### src/rtl/vga_uart_pkg.sv
// Shared definitions for the pixel-to-UART byte packer.
//   state_e     : byte-serialiser FSM states
//   SYNC_BYTE0/1: default frame sync header bytes
//   PIXEL_BYTES : bytes per pixel word on the wire
package vga_uart_pkg;

  typedef enum logic [2:0] {
    ST_IDLE   = 3'd0,
    ST_HDR0   = 3'd1,
    ST_HDR1   = 3'd2,
    ST_PIX_HI = 3'd3,
    ST_PIX_LO = 3'd4
  } state_e;

  localparam logic [7:0] SYNC_BYTE0  = 8'hA5;
  localparam logic [7:0] SYNC_BYTE1  = 8'h5A;
  localparam int         PIXEL_BYTES = 2;

endpackage

### src/rtl/sync_fifo.sv
// Single-clock FIFO with first-word fall-through read data.
//   clk, srst : clock and synchronous active-high reset
//   wr_en     : write request; accepted when not full, or when a read or
//               flush frees space in the same cycle
//   wr_data   : write word
//   rd_en     : pop the word currently on rd_data (ignored when empty)
//   rd_data   : head-of-queue word, valid while !empty
//   flush     : discard all stored words; beats rd_en, a same-cycle write
//               survives as the only word
//   full/empty/level : occupancy
module sync_fifo #(
  parameter  int WIDTH = 16,
  parameter  int DEPTH = 16,
  localparam int AW    = $clog2(DEPTH)
) (
  input  logic             clk,
  input  logic             srst,
  input  logic             wr_en,
  input  logic [WIDTH-1:0] wr_data,
  input  logic             rd_en,
  output logic [WIDTH-1:0] rd_data,
  input  logic             flush,
  output logic             full,
  output logic             empty,
  output logic [AW:0]      level
);

  logic [WIDTH-1:0] mem [DEPTH];
  logic [AW-1:0]    wr_ptr_q;
  logic [AW-1:0]    rd_ptr_q;
  logic [AW:0]      count_q;
  logic             rd_do;
  logic             wr_do;

  assign full  = (count_q == (AW+1)'(DEPTH));
  assign empty = (count_q == '0);
  assign level = count_q;

  // Reads are read-first: the popped word is the one stored before this
  // edge, even when full and the write lands on the same slot.
  assign rd_do = rd_en && !empty && !flush;
  assign wr_do = wr_en && (!full || rd_do || flush);

  assign rd_data = mem[rd_ptr_q];

  always_ff @(posedge clk) begin
    if (wr_do) begin
      mem[wr_ptr_q] <= wr_data;
    end
  end

  always_ff @(posedge clk) begin
    if (srst) begin
      wr_ptr_q <= '0;
      rd_ptr_q <= '0;
      count_q  <= '0;
    end else begin
      if (wr_do) begin
        wr_ptr_q <= wr_ptr_q + AW'(1);
      end
      if (flush) begin
        // Head jumps to the write pointer, so a same-cycle write becomes
        // the sole remaining word.
        rd_ptr_q <= wr_ptr_q;
        count_q  <= wr_do ? (AW+1)'(1) : '0;
      end else begin
        if (rd_do) begin
          rd_ptr_q <= rd_ptr_q + AW'(1);
        end
        count_q <= count_q + (AW+1)'(wr_do) - (AW+1)'(rd_do);
      end
    end
  end

endmodule

### src/rtl/pixel_uart_packer.sv
// Buffers 16-bit pixel words and serialises them MSB-first into a byte
// stream for a UART transmitter, prefixing each frame with a 2-byte sync
// header.
//   CLK, RST      : system clock, synchronous active-high reset
//   i_pixel       : pixel word, high byte sent first
//   i_pixel_valid : one-cycle strobe qualifying i_pixel
//   i_frame_start : one-cycle strobe, flushes queued pixels, requests header
//   o_tx_data     : byte to the UART
//   o_tx_valid    : o_tx_data valid; held with data until i_tx_ready
//   i_tx_ready    : UART accepts o_tx_data this cycle
//   o_fifo_level  : words held in the pixel FIFO
//   o_overflow    : sticky, a pixel was dropped on a full FIFO
module pixel_uart_packer
  import vga_uart_pkg::*;
#(
  parameter  int         PixelBitWidth = 16,
  parameter  int         FifoDepth     = 16,
  parameter  logic [7:0] SyncByte0     = SYNC_BYTE0,
  parameter  logic [7:0] SyncByte1     = SYNC_BYTE1,
  localparam int         LevelW        = $clog2(FifoDepth) + 1
) (
  input  logic                     CLK,
  input  logic                     RST,
  input  logic [PixelBitWidth-1:0] i_pixel,
  input  logic                     i_pixel_valid,
  input  logic                     i_frame_start,
  output logic [7:0]               o_tx_data,
  output logic                     o_tx_valid,
  input  logic                     i_tx_ready,
  output logic [LevelW-1:0]        o_fifo_level,
  output logic                     o_overflow
);

  localparam int ByteW = PixelBitWidth / PIXEL_BYTES;

  state_e                   state_q, state_d;
  logic [PixelBitWidth-1:0] pix_q, pix_d;
  logic                     hdr_pending_q, hdr_pending_d;
  logic                     overflow_q;

  logic                     fifo_pop;
  logic [PixelBitWidth-1:0] fifo_rd_data;
  logic                     fifo_full;
  logic                     fifo_empty;
  logic                     hdr_now;
  logic                     accept;

  sync_fifo #(
    .WIDTH (PixelBitWidth),
    .DEPTH (FifoDepth)
  ) u_fifo (
    .clk     (CLK),
    .srst    (RST),
    .wr_en   (i_pixel_valid),
    .wr_data (i_pixel),
    .rd_en   (fifo_pop),
    .rd_data (fifo_rd_data),
    .flush   (i_frame_start),
    .full    (fifo_full),
    .empty   (fifo_empty),
    .level   (o_fifo_level)
  );

  // A frame start in this very cycle counts as pending, so no word of the
  // old frame can be popped ahead of the new header.
  assign hdr_now = hdr_pending_q || i_frame_start;
  assign accept  = o_tx_valid && i_tx_ready;

  always_comb begin
    state_d       = state_q;
    pix_d         = pix_q;
    hdr_pending_d = hdr_now;
    fifo_pop      = 1'b0;
    o_tx_valid    = 1'b0;
    o_tx_data     = '0;
    case (state_q)
      ST_IDLE: begin
        if (hdr_now) begin
          state_d       = ST_HDR0;
          hdr_pending_d = 1'b0;
        end else if (!fifo_empty) begin
          fifo_pop = 1'b1;
          pix_d    = fifo_rd_data;
          state_d  = ST_PIX_HI;
        end
      end
      ST_HDR0: begin
        o_tx_valid = 1'b1;
        o_tx_data  = SyncByte0;
        if (accept) state_d = ST_HDR1;
      end
      ST_HDR1: begin
        o_tx_valid = 1'b1;
        o_tx_data  = SyncByte1;
        if (accept) state_d = ST_IDLE;
      end
      ST_PIX_HI: begin
        o_tx_valid = 1'b1;
        o_tx_data  = pix_q[PixelBitWidth-1 -: ByteW];
        if (accept) begin
          // A new frame abandons the low byte of the interrupted pixel.
          if (hdr_now) begin
            state_d       = ST_HDR0;
            hdr_pending_d = 1'b0;
          end else begin
            state_d = ST_PIX_LO;
          end
        end
      end
      ST_PIX_LO: begin
        o_tx_valid = 1'b1;
        o_tx_data  = pix_q[ByteW-1:0];
        if (accept) begin
          if (hdr_now) begin
            state_d       = ST_HDR0;
            hdr_pending_d = 1'b0;
          end else if (!fifo_empty) begin
            // Back-to-back pop keeps the stream at one byte per cycle.
            fifo_pop = 1'b1;
            pix_d    = fifo_rd_data;
            state_d  = ST_PIX_HI;
          end else begin
            state_d = ST_IDLE;
          end
        end
      end
      default: state_d = ST_IDLE;
    endcase
  end

  always_ff @(posedge CLK) begin
    if (RST) begin
      state_q       <= ST_IDLE;
      pix_q         <= '0;
      hdr_pending_q <= 1'b0;
      overflow_q    <= 1'b0;
    end else begin
      state_q       <= state_d;
      pix_q         <= pix_d;
      hdr_pending_q <= hdr_pending_d;
      // Dropped only when no pop or flush makes room this cycle.
      if (i_pixel_valid && fifo_full && !fifo_pop && !i_frame_start) begin
        overflow_q <= 1'b1;
      end
    end
  end

  assign o_overflow = overflow_q;

endmodule
### config.mk
export PLATFORM = sky130hd
export DESIGN_NAME = pixel_uart_packer
export DESIGN_NICKNAME = d
export VERILOG_FILES = /design/src/rtl/vga_uart_pkg.sv /design/src/rtl/sync_fifo.sv /design/src/rtl/pixel_uart_packer.sv
export SDC_FILE = /design/constraint.sdc
export NUM_CORES = 1
export LEC_CHECK = 0
export ABC_CLOCK_PERIOD_IN_PS = 6000
export CORE_MARGIN = 5
export CORE_UTILIZATION = 59
export CTS_CLUSTER_SIZE = 30
export DETAILED_ROUTE_END_ITERATION = 10
export GPL_ROUTABILITY_DRIVEN = 0
export PLACE_DENSITY_LB_ADDON = 0.15
export REMOVE_ABC_BUFFERS = 1
export SLEW_MARGIN = 20
export SYNTH_ARGS = -nofsm -noshare
export SYNTH_HDL_FRONTEND = slang
export SYNTH_SLANG_ARGS = --single-unit
### constraint.sdc
create_clock -name CLK -period 6 [get_ports CLK]
set_clock_uncertainty 0.15 [all_clocks]
set_input_delay 1.2 -clock CLK [delete_from_list [all_inputs] [get_ports CLK]]
set_output_delay 1.2 -clock CLK [all_outputs]
set_load 0.02 [all_outputs]
==> results.md <==
* Layout cell share with drive strength beyond 1 at 0.1187
* Number of global-route vias before repair at 6,294
* Proportion of total power due to net switching at 0.2529
* Total wire length after detailed routing at 26,440 µm
* Violation count after the first detailed-routing iteration at 571
* Post-Layout Inst Area at 13,260 µm²
* Sequence of cells on the critical path: clkdlybuf4s50_1 > or2_1 > nor2_1 > nand2_2 > inv_2 > ha_1 > inv_1 > ha_1 > fa_1 > a21oi_1 > nor2_1 > nor2_1 > xnor2_1 > nor3_1
* Cell types with the highest counts after synthesis: 256 x sky130_fd_sc_hd__edfxtp_1, 76 x sky130_fd_sc_hd__mux2i_1, 38 x sky130_fd_sc_hd__dfxtp_1
* Cells taking the most area after synthesis: sky130_fd_sc_hd__edfxtp_1 66%, sky130_fd_sc_hd__dfxtp_1 6.5%, sky130_fd_sc_hd__mux2i_1 6.5%
* DR WL/cell at 25.84 µm
* # fillers at 1,346
* Detailed-route DRC error count at 1
* Number of buffers and inverters on the critical path at 3
* Placement-stage worst setup slack at 1.319 ns
* Cell type with the largest total area after synthesis: sky130_fd_sc_hd__edfxtp_1
* Multi-input combinational cell area at 2989 µm²
* Logic gate share of total power at 0.154
* Root buf cell: sky130_fd_sc_hd__clkbuf_16
* Via count at 6,433
* Ys Warns at 0
* Final #Nets at 769
* Final setup slack of the worst path at 1.839 ns
* Final standard cell utilization of the core at 0.6790
* Clock sink count at 294
* Vertical die dimension at ~150 µm
* Maximum number of pins on one net before global-route repair at 52
* Initial cell density of the core at 0.5996
* Flops & latches, synth at a little under 300
* GRT Overall Usage at 0.2355
* Unrepaired setup endpoints after global routing: false
* CP required at 6.25 ns
* Floorplan die width at ~150 µm
* Highest ir drop seen on vdd at ~0.23 mV
* Number of detailed-routing iterations run before antenna repair at 8
* Sequential group share of total power at 0.465
* Max cap viols at 0
* Initial antenna violation count at 0
* Most common cell type on the critical path: sky130_fd_sc_hd__nor2_1
* Start-to-end type of the worst setup path: in -> reg
* I/O Buffers at 35
* Proportion of netlist area held by the largest area contributor at 0.6566
* Worst-margin pin slew at 0.9187 ns
* Post-synth design cell area at 11,710 µm²
* TritonCTS clock tree: built
* Clock latency on the worst-skew pair at 0.53 ns
* Worst-case headroom to the max-slew limit at 0.3856
* Final Hold Vio Count at 0
* Hold Path Class: reg -> reg
* Vias per inst at around 6.3
* Standard cell core area at 19,530 µm²
* Period Utilization, post-route at 0.6935
* Top-count cell post-synth: sky130_fd_sc_hd__edfxtp_1
* Violated checks: DRC
* Main flop type after synthesis: sky130_fd_sc_hd__edfxtp_1
* GRT Residual Overflow at 0
* Clock transition at the registers of the reported paths at ~0.060 ns
* Area added between synthesis and finish at 13.23%
* Top fanout value on the critical path at 24
* Slowest-stage cell, CP: sky130_fd_sc_hd__clkdlybuf4s50_1
* Boundary Pins at 36
* Highest clock rate at around 240 MHz
* Number of cell rows at 51
* Setup violations, final at 0
* Unique masters post-synth at 56
* CTS Buffer Depth at 3
* Clock Power Share at 0.381
* Final Slew Violations at 0
* Total of cells resized after clock tree synthesis at 0
* Cell Area, Placed at 12,210 µm²
* Detail Route Antenna Nets at 0
* Global-route wire length before repair at 39,030 µm
* Die Footprint at approximately 23,000 µm²
* Post-layout minimum cycle time at ~4.2 ns
* P_sw at roughly 1.3 mW
* Register area share after synthesis at 0.7215
* Cell count after synthesis at 707
* Share of flip-flops with an asynchronous set or reset at 0
* H-tree levels at 1
* Nature of the critical path startpoint: primary input
* Type of destination of the critical path: flop
* Data arrival time of the worst path at 4.41 ns
* # diodes at 0
* Count of hold-fix buffers inserted at cts at 0
* Leakage dissipation at 4.087 nW
* Average size of a mapped cell at 16.56 µm²
* Run status: finished with violations
* Dominant delay contributor by cell family on the critical path: buffers and inverters
* FF/Latch Area at 8453 µm²
* Delay of the slowest critical-path stage at 0.64 ns
* Post-synth EDFFs at 256
* Setup bufs post-CTS at 0
* Internal power of the cells at 3.869 mW
* Setup TNS after final layout at 0 ns
* Detailed-placement wirelength estimate at roughly 17,000 µm
* Clock buffer count from CTS at 29
* Power per cell area at 390.6 nW/µm²
[worst min-delay path: stages (launching register included)]
cell and delay, ns:
sky130_fd_sc_hd__dfxtp_1 0.34, sky130_fd_sc_hd__a31oi_1 0.05, sky130_fd_sc_hd__nor2_1 0.07
[worst paths after layout]
check / from / endpoint / slack (ns) / cells after the start
max: i_frame_start / u_fifo.level[4] / 1.84 / 14
min: o_overflow / o_overflow / 0.34 / 2
max reg2reg: u_fifo.level[2] / u_fifo.level[4] / 2.46 / 15
min reg2reg: o_overflow / o_overflow / 0.34 / 2
[cells in the final DEF (no fill, tap or decap), types with 13 or more instances in the layout]
cell                              netlist  layout
sky130_fd_sc_hd__mux4_2                20      20
sky130_fd_sc_hd__edfxtp_1             256     256
sky130_fd_sc_hd__mux2i_1               76      76
sky130_fd_sc_hd__a21oi_1               15      15
sky130_fd_sc_hd__nor3_1                16      16
sky130_fd_sc_hd__clkdlybuf4s50_1        0      35
sky130_fd_sc_hd__o22ai_1               32      32
sky130_fd_sc_hd__dfxtp_1               38      36
sky130_fd_sc_hd__o21ai_0               16      16
sky130_fd_sc_hd__nor2_1                31      31
sky130_fd_sc_hd__a31oi_1               13      13
sky130_fd_sc_hd__clkbuf_16              0      29
[sequential cells by signal (all words and copies together) (netlist names), named ones only]
| signal | flops |
|---|---|
| state_q | 3 |
| u_fifo.wr_ptr_q | 4 |
| o_overflow | 1 |
| pix_q | 16 |
| u_fifo.mem | 256 |
| u_fifo.rd_ptr_q | 4 |
| u_fifo.level | 5 |
| hdr_pending_q | 1 |
[through the flow]
stage / std cells / hold slack (ns) / power (mW)
after global placement: 970 / 0.3203 / 3.203
after global routing: 1023 / 0.3662 / 5.350
after detailed placement: 970 / 0.3214 / 3.233
after floorplan: 665 / 0.3163 / 2.919
after CTS: 1023 / 0.3358 / 5.194
final: 1023 / 0.3357 / 5.179
[power groups by stage]
stage | sequential, mW | combinational [mW] | clock, mW
floorplan | 2.46 | 0.462 | 0
CTS | 2.41 | 0.795 | 1.99
global route | 2.42 | 0.855 | 2.08
detailed placement | 2.45 | 0.786 | 0
finish | 2.41 | 0.796 | 1.97
global placement | 2.44 | 0.762 | 0
[cell families after synthesis]
| group | after synthesis | synth area share |
|---|---|---|
| multiplexers | 108 | 0.1163 |
| flip-flops | 294 | 0.7215 |
| buffers and inverters | 54 | 0.02319 |
| AO/OA/AOI/OAI | 121 | 0.06743 |
| XOR/XNOR | 7 | 0.005236 |
| adder cells (fa/ha/maj) | 12 | 0.01346 |
| AND/OR/NAND/NOR | 111 | 0.05290 |
[routing by layer]
metal,part of all wire,vias up,track usage,wire (µm)
met3,0.083,50,0.03740,2201
li1,-,2849,-,-
met4,0.023,0,0.05757,605
met1,0.41,3248,0.3359,10900
met2,0.48,286,0.3867,12720
met5,0,-,0,0
[layout make-up]
class,instances,area share
repair buffers,40,0.02926
multi-input cells,359,0.2255
clock buffers,31,0.05530
flip-flops and latches,294,0.6376
well taps,265,0.02501
clock inverters,22,0.02397
inverters,12,0.003398
Power figures use the tool's default switching activity.
